`config.mk`:
```
export PLATFORM = sky130hd
export DESIGN_NAME = ram_copy_ctrl
export DESIGN_NICKNAME = d
export VERILOG_FILES = /design/src/rtl/ram_copy_ctrl.sv
export SDC_FILE = /design/constraint.sdc
export NUM_CORES = 1
export LEC_CHECK = 0
export ABC_CLOCK_PERIOD_IN_PS = 4200
export BUFFER_PORTS_ARGS = -buffer_cell sky130_fd_sc_hd__buf_2
export CAP_MARGIN = 20
export CORE_MARGIN = 2
export CORE_UTILIZATION = 50
export DETAILED_ROUTE_END_ITERATION = 12
export PLACE_DENSITY = 0.76
export SKIP_LAST_GASP = 1
export SLEW_MARGIN = 25
export SYNTH_ARGS = -nofsm -noshare
export SYNTH_HDL_FRONTEND = slang
export SYNTH_SLANG_ARGS = --single-unit
```
`constraint.sdc`:
```
create_clock -name clk -period 4.2 [get_ports clk]
set_input_delay 0.21 -clock clk [delete_from_list [all_inputs] [get_ports clk]]
set_output_delay 0.21 -clock clk [all_outputs]
set_load 0.02 [all_outputs]
```
`src/rtl/ram_copy_ctrl.sv`:
```
// Block-copy initiator for the single-port RAM: alternating read/write cycles
// move len words from src to dst in ascending order and accumulate a checksum.
//
// state | meaning
// IDLE  | waiting for start; outputs quiet
// RD    | present source address (src+i) for a read
// WR    | write the word just read to dst+i, accumulate checksum
// FIN   | one-cycle done pulse, then back to IDLE
module ram_copy_ctrl #(
    parameter int ADDR_W = 10,
    parameter int DATA_W = 32
) (
    input  logic              clk,
    input  logic              rst,
    input  logic              start,
    input  logic [ADDR_W-1:0] src_addr,
    input  logic [ADDR_W-1:0] dst_addr,
    input  logic [ADDR_W:0]   len,
    output logic              ram_we,
    output logic [ADDR_W-1:0] ram_addr,
    output logic [DATA_W-1:0] ram_din,
    input  logic [DATA_W-1:0] ram_dout,
    output logic              busy,
    output logic              done,
    output logic [DATA_W-1:0] checksum
);

    typedef enum logic [1:0] {IDLE, RD, WR, FIN} state_t;

    state_t              state_q, state_d;
    logic [ADDR_W:0]     i_q, i_d;
    logic [ADDR_W:0]     len_q, len_d;
    logic [ADDR_W-1:0]   src_q, src_d;
    logic [ADDR_W-1:0]   dst_q, dst_d;
    logic [DATA_W-1:0]   checksum_q, checksum_d;
    logic [ADDR_W:0]     i_inc;

    // i is one bit wider than an address so len = 2^ADDR_W terminates correctly
    assign i_inc    = i_q + {{ADDR_W{1'b0}}, 1'b1};
    assign checksum = checksum_q;

    always_ff @(posedge clk) begin
        if (rst) begin
            state_q    <= IDLE;
            i_q        <= '0;
            len_q      <= '0;
            src_q      <= '0;
            dst_q      <= '0;
            checksum_q <= '0;
        end else begin
            state_q    <= state_d;
            i_q        <= i_d;
            len_q      <= len_d;
            src_q      <= src_d;
            dst_q      <= dst_d;
            checksum_q <= checksum_d;
        end
    end

    always_comb begin
        state_d    = state_q;
        i_d        = i_q;
        len_d      = len_q;
        src_d      = src_q;
        dst_d      = dst_q;
        checksum_d = checksum_q;
        ram_we     = 1'b0;
        ram_addr   = '0;
        ram_din    = '0;
        busy       = 1'b1;
        done       = 1'b0;

        case (state_q)
            IDLE: begin
                busy = 1'b0;
                if (start) begin
                    src_d      = src_addr;
                    dst_d      = dst_addr;
                    len_d      = len;
                    i_d        = '0;
                    checksum_d = '0;
                    state_d    = (len == '0) ? FIN : RD;
                end
            end
            RD: begin
                ram_addr = src_q + i_q[ADDR_W-1:0];
                state_d  = WR;
            end
            WR: begin
                ram_we     = 1'b1;
                ram_addr   = dst_q + i_q[ADDR_W-1:0];
                ram_din    = ram_dout;
                checksum_d = checksum_q + ram_dout;
                i_d        = i_inc;
                state_d    = (i_inc == len_q) ? FIN : RD;
            end
            FIN: begin
                done    = 1'b1;
                state_d = IDLE;
            end
            default: state_d = IDLE;
        endcase
    end

endmodule

```
==> results.cfg, run 1 <==
[run_status]
outcome = complete, no violations

[synthesis]
synth_warnings = 0
yosysTopAreaCell = dfxtp_1
ys_seq_elements = 76
synth_top_area_share_pct = 28.2
async_flop_share_pct = 0
syn_avg_cell_area_um2 = 7.82
synthCells = 691
synth_edf_count = 0
ys_types = 55
ys_seq_area_share_pct = 28.2
netlist_area_um2 = 5400
ys_top_cells_by_area = dfxtp_1 (28%), ha_1 (10%), a21oi_1 (8.5%)
synth_nets = 804
synth_flop_cell = dfxtp_1

[final_layout]
fill_cells = 941
final_common_cell = buf_2
nets = 927
fin_cells = 955
fin_area_um2 = 6350
final_cell_mix = buf_2 (142), nand2_1 (97), a21oi_1 (92)
drive_gt1_share_pct = 23.1
antennaDiodeCount = 0
area.growth.synth_to_final_pct = 17.5

[global_route]
gr-usage-all-layers_pct = 22.9
grt-ovfl-total = 0
grt_antenna_before_repair = 0
grt_pass1_wl_um = 21800
grt_max_degree = 39
grt_pass1_vias = 4908

[timing]
setup_tns_ns = 0
rsz0062_at_grt = false
tightest_slew_ns = 0.673
finalCritPeriodShare_pct = 91.8
slew_violations = 0
relSlewSlack_pct = 55.2
whs_ns = 0.0916
setup_violations = 0
hold_viol = 0
min_period_ns = 3.86
skew_ns = 0.0156
max_freq_ghz = 0.259

[setup_path]
critical_path_class = register to primary output
worstPathArrival_ns = 3.65
endpoint_kind = primary output
cp.required_ns = 3.99
start_kind = register
crit_fanout = 11
r2r_slack_ns = 1.44

[floorplanning]
die_width_um = 108
die_h_um = 108
pin_count = 143
core_area_um2 = 10400
dieArea_um2 = 11700
start_util_pct = 51.9
row_count = 37

[clocking]
root_buffer = clkbuf_8
ctsHoldBuffers = 0
numCtsBuffers = 9
clk_latency_ns = 0.35
post_cts.repair.setup_buffers = 0
htreeDepth = 3
tritoncts_num_sinks = 76
ctsResizeCount = 0
cts.path.max_buffers = 2
clk_pin_slew_ns = 0.09
tritoncts = done

[route]
drtIter0Drc = 173
ant_nets = 0
via_count = 5259
via_per_inst = 5.51
wl_per_cell_um = 14.4
wl_um = 13800
drc = 0
firstDrtPassIters = 4

[power_and_ir_drop]
power_density_nw_per_um2 = 352
p_leak_nw = 3.03
ir_drop_mv = 0.187

[placement]
dp_cells = 939
placed_area_um2 = 6180
gp_congestion = 0.884
portBuffers = 142
dp_hpwl_um = 10400

[flow_run]
drv_cap = 0

[worst_hold_path]
min_path_type = input pin to register
[through the flow]
| step | utilization (%) | total power [mW] | worst slack, ns |
|---|---|---|---|
| 2_1_floorplan | - | 1.49 | 0.517 |
| 3_3_place_gp | 59.4 | 1.71 | 0.844 |
| 3_5_place_dp | 59.4 | 1.75 | 0.738 |
| 4_1_cts | 61.0 | 2.25 | 0.330 |
| 5_1_grt | 61.0 | 2.38 | 0.0517 |
| 6_report | 61.0 | 2.23 | 0.344 |
[cell usage after synthesis, types with 11 or more instances]
master	instances
ha_1	45
o21ai_0	29
inv_1	17
nand3_1	12
dfxtp_1	76
and2_1	43
a21oi_1	92
a21o_1	11
xnor2_1	36
nand2_1	97
nor2_1	53
clkbuf_1	26
a22o_1	14
a22oi_1	18
xor2_1	13
[final cells by class]
class / count / area [µm²] / share of cell area (%)
multi-input cells: 560 / 3660 / 57.6
clock buffers: 9 / 124 / 1.95
clock inverters: 7 / 43.8 / 0.690
flip-flops and latches: 76 / 1520 / 24.0
repair buffers: 150 / 771 / 12.1
inverters: 17 / 63.8 / 1.00
well taps: 136 / 170 / 2.68
[worst paths after layout]
check / start / cells past startpoint / to
setup reg to reg: checksum[0]$_SDFFE_PP0P_ / 12 / checksum[30]$_SDFFE_PP0P_
hold reg to reg: dst_q[5]$_SDFFE_PP0P_ / 2 / dst_q[5]$_SDFFE_PP0P_
hold / removal: dst_addr[1] / 3 / dst_q[1]$_SDFFE_PP0P_
setup / recovery: state_q[0]$_SDFFE_PP0P_ / 15 / ram_addr[8]
[sequential cells by signal (all words and copies together), names as in the netlist]
| signal | flops |
|---|---|
| checksum | 32 |
| i_q | 11 |
| len_q | 11 |
| dst_q | 10 |
| src_q | 10 |
| state_q | 2 |
[critical path, cell delays in order (launching register included)]
cell,delay [ns]
dfxtp_1,0.34
inv_1,0.09
ha_1,0.47
mux2_2,0.40
ha_1,0.21
fa_1,0.41
a21oi_1,0.16
nor2_1,0.06
nor2_1,0.15
o21bai_1,0.08
a21oi_1,0.24
o21bai_1,0.09
a21oi_1,0.17
xnor2_1,0.13
and2_1,0.13
buf_2,0.15
[power breakdown]
group | internal [mW] | switching (mW) | total [mW]
logic | 0.338 | 0.556 | 0.894
registers | 0.788 | 0.0501 | 0.838
clock network | 0.211 | 0.291 | 0.503
total | 1.34 | 0.898 | 2.23
[cells by family (layout without fill, tap and decap cells)]
family	Yosys count	after routing	share of synthesized area (%)
AO/OA/AOI/OAI	205	205	24.5
XOR/XNOR	49	49	7.94
adder cells (fa/ha/maj)	47	47	11.2
buffers and inverters	55	183	4.17
flip-flops	76	76	28.2
multiplexers	11	11	2.27
AND/OR/NAND/NOR	248	248	21.8
[layer usage]
layer | wire, µm | vias up | global-route usage (%) | share of wire [%]
li1 | - | 2685 | - | -
met3 | 616 | 16 | 2.95 | 4.5
met1 | 5980 | 2423 | 27.0 | 43
met2 | 6980 | 135 | 42.7 | 51
met4 | 189 | 0 | 6.96 | 1.4
met5 | 0 | - | 0 | 0
(Power assumes the default switching activity.)
==> run 2: changes to the inputs <==
==> constraint.sdc (replaced) <==
create_clock -name clk -period 4.2 [get_ports clk]
set_input_delay 0.84 -clock clk [delete_from_list [all_inputs] [get_ports clk]]
set_output_delay 0.84 -clock clk [all_outputs]
set_load 0.02 [all_outputs]
==> run 2 against run 1 <==
Via count grew 1.1%. Largest power group unchanged. Maximum frequency shrank 5.4%. Wire length up 0.20%. Clock skew down 0.0062 ns. Total power rose by 5.2%. Highest routed layer unchanged.
==> results.cfg, run 2 (same netlist as run 1, synthesis figures left out) <==
[run_status]
outcome = complete, no violations

[global_route]
grt_pass1_vias = 4964
grt_pass1_wl_um = 22100
grt_antenna_before_repair = 0
grt_max_degree = 39
grt-ovfl-total = 0
gr-usage-all-layers_pct = 23.1

[clocking]
ctsHoldBuffers = 0
post_cts.repair.setup_buffers = 0
tritoncts_num_sinks = 76
clk_pin_slew_ns = 0.09
clk_latency_ns = 0.36
root_buffer = clkbuf_8
cts.path.max_buffers = 2
tritoncts = done
htreeDepth = 3
numCtsBuffers = 9

[timing]
relSlewSlack_pct = 56.2
rsz0062_at_grt = true
skew_ns = 0.00946
min_period_ns = 4.08
finalCritPeriodShare_pct = 97.1
max_freq_ghz = 0.245
setup_violations = 0
slew_violations = 0
tightest_slew_ns = 0.658
hold_viol = 0
whs_ns = 0.459

[setup_path]
critical_path.cell_chain = inv_2 > ha_4 > mux2_2 > ha_1 > fa_2 > a21oi_1 > nor2_1 > nor2_2 > o21bai_1 > a21oi_2 > o21bai_1 > a21oi_2 > xnor2_1 > and2_1 > buf_2
critPathBufInv = 2
cp.required_ns = 3.36
cpPeakStageDelay_ns = 0.36
cp_top_family = compound AO/OA/AOI/OAI gates
rr_worst_depth = 9
cpMaxStageDelayCell = fa_2
critical_path_class = register to primary output
start_kind = register
r2r_slack_ns = 1.43
endpoint_kind = primary output
r2r_start = checksum[6]$_SDFFE_PP0P_
critPathLaunch = state_q[0]$_SDFFE_PP0P_
crit_fanout = 4
worstPathArrival_ns = 3.24
worst_r2r_endpoint = checksum[27]$_SDFFE_PP0P_

[floorplanning]
pin_count = 143
dieArea_um2 = 11700
start_util_pct = 51.9
die_width_um = 108
core_area_um2 = 10400
die_h_um = 108
row_count = 37

[final_layout]
final_cell_mix = buf_2 (142), nand2_1 (97), a21oi_1 (87)
fin_area_um2 = 6440
final_core_util_pct = 61.8
fin_cells = 956
largest_register_ffs = 32
nets = 928
drive_gt1_share_pct = 24.3
final_common_cell = buf_2
antennaDiodeCount = 0
fill_cells = 966
area.growth.synth_to_final_pct = 19.1

[route]
wl_um = 13800
drtIter0Drc = 251
drc = 0
via_count = 5317
firstDrtPassIters = 5
ant_nets = 0
via_per_inst = 5.56
wl_per_cell_um = 14.4

[placement]
portBuffers = 142
dp_cells = 940
gp_congestion = 0.899
dp_hpwl_um = 10200
placed_area_um2 = 6190

[worst_hold_path]
min_path_cells = 2
worstHoldEndpoint = src_q[5]$_SDFFE_PP0P_
min_path_type = register to register
min-delay-start = src_q[5]$_SDFFE_PP0P_

[power_and_ir_drop]
ir_drop_mv = 0.211
power_density_nw_per_um2 = 365
p_total_mw = 2.35
p_leak_nw = 3.05

[flow_run]
drv_cap = 0
run 2: power by group:
part / internal (mW) / switching (mW) / total, mW
Combinational: 0.343 / 0.560 / 0.903
Sequential: 0.787 / 0.0508 / 0.838
Clock: 0.296 / 0.313 / 0.609
Total: 1.43 / 0.924 / 2.35
run 2: worst max-delay path by stage:
stage,end,cells after the start
after global placement,ram_addr[9],14
after CTS,ram_addr[8],15
after floorplan,ram_addr[9],15
after detailed placement,ram_addr[9],14
final,ram_addr[8],15
after global routing,ram_addr[9],14
run 2: per-layer routing:
metal	GRT usage (%)	part of all wire, %
met4	7.23	1.6
met2	41.2	49
met1	28.7	44
met3	3.44	5.0
met5	0	0
run 2: metrics by stage:
stage	setup TNS, ns	worst slack (ns)
floorplan	0	0.107
global placement	0	0.461
detailed placement	0	0.370
CTS	0	0.0230
global route	-0.101	-0.0521
finish	0	0.123
run 2: worst min-delay path: stages, from the launching register on:
cell,delay (ns)
dfxtp_1,0.32
nand2_1,0.05
a21oi_1,0.05
run 2: cell type report:
cell class / count / area (µm²) / share of cell area (%)
Multi-Input combinational cell: 560 / 3690 / 57.4
Clock inverter: 6 / 71.3 / 1.11
Sequential cell: 76 / 1520 / 23.6
Tap cell: 136 / 170 / 2.64
Inverter: 17 / 63.8 / 0.991
Clock buffer: 10 / 138 / 2.14
Timing Repair Buffer: 151 / 778 / 12.1
run 2: repair_timing:
| action | in CTS | in global routing |
|---|---|---|
| setup endpoints to repair | 2 | 2 |
| pin swaps | 0 | 1 |
| gates cloned | 0 | 0 |
| gates resized for setup | 3 | 8 |
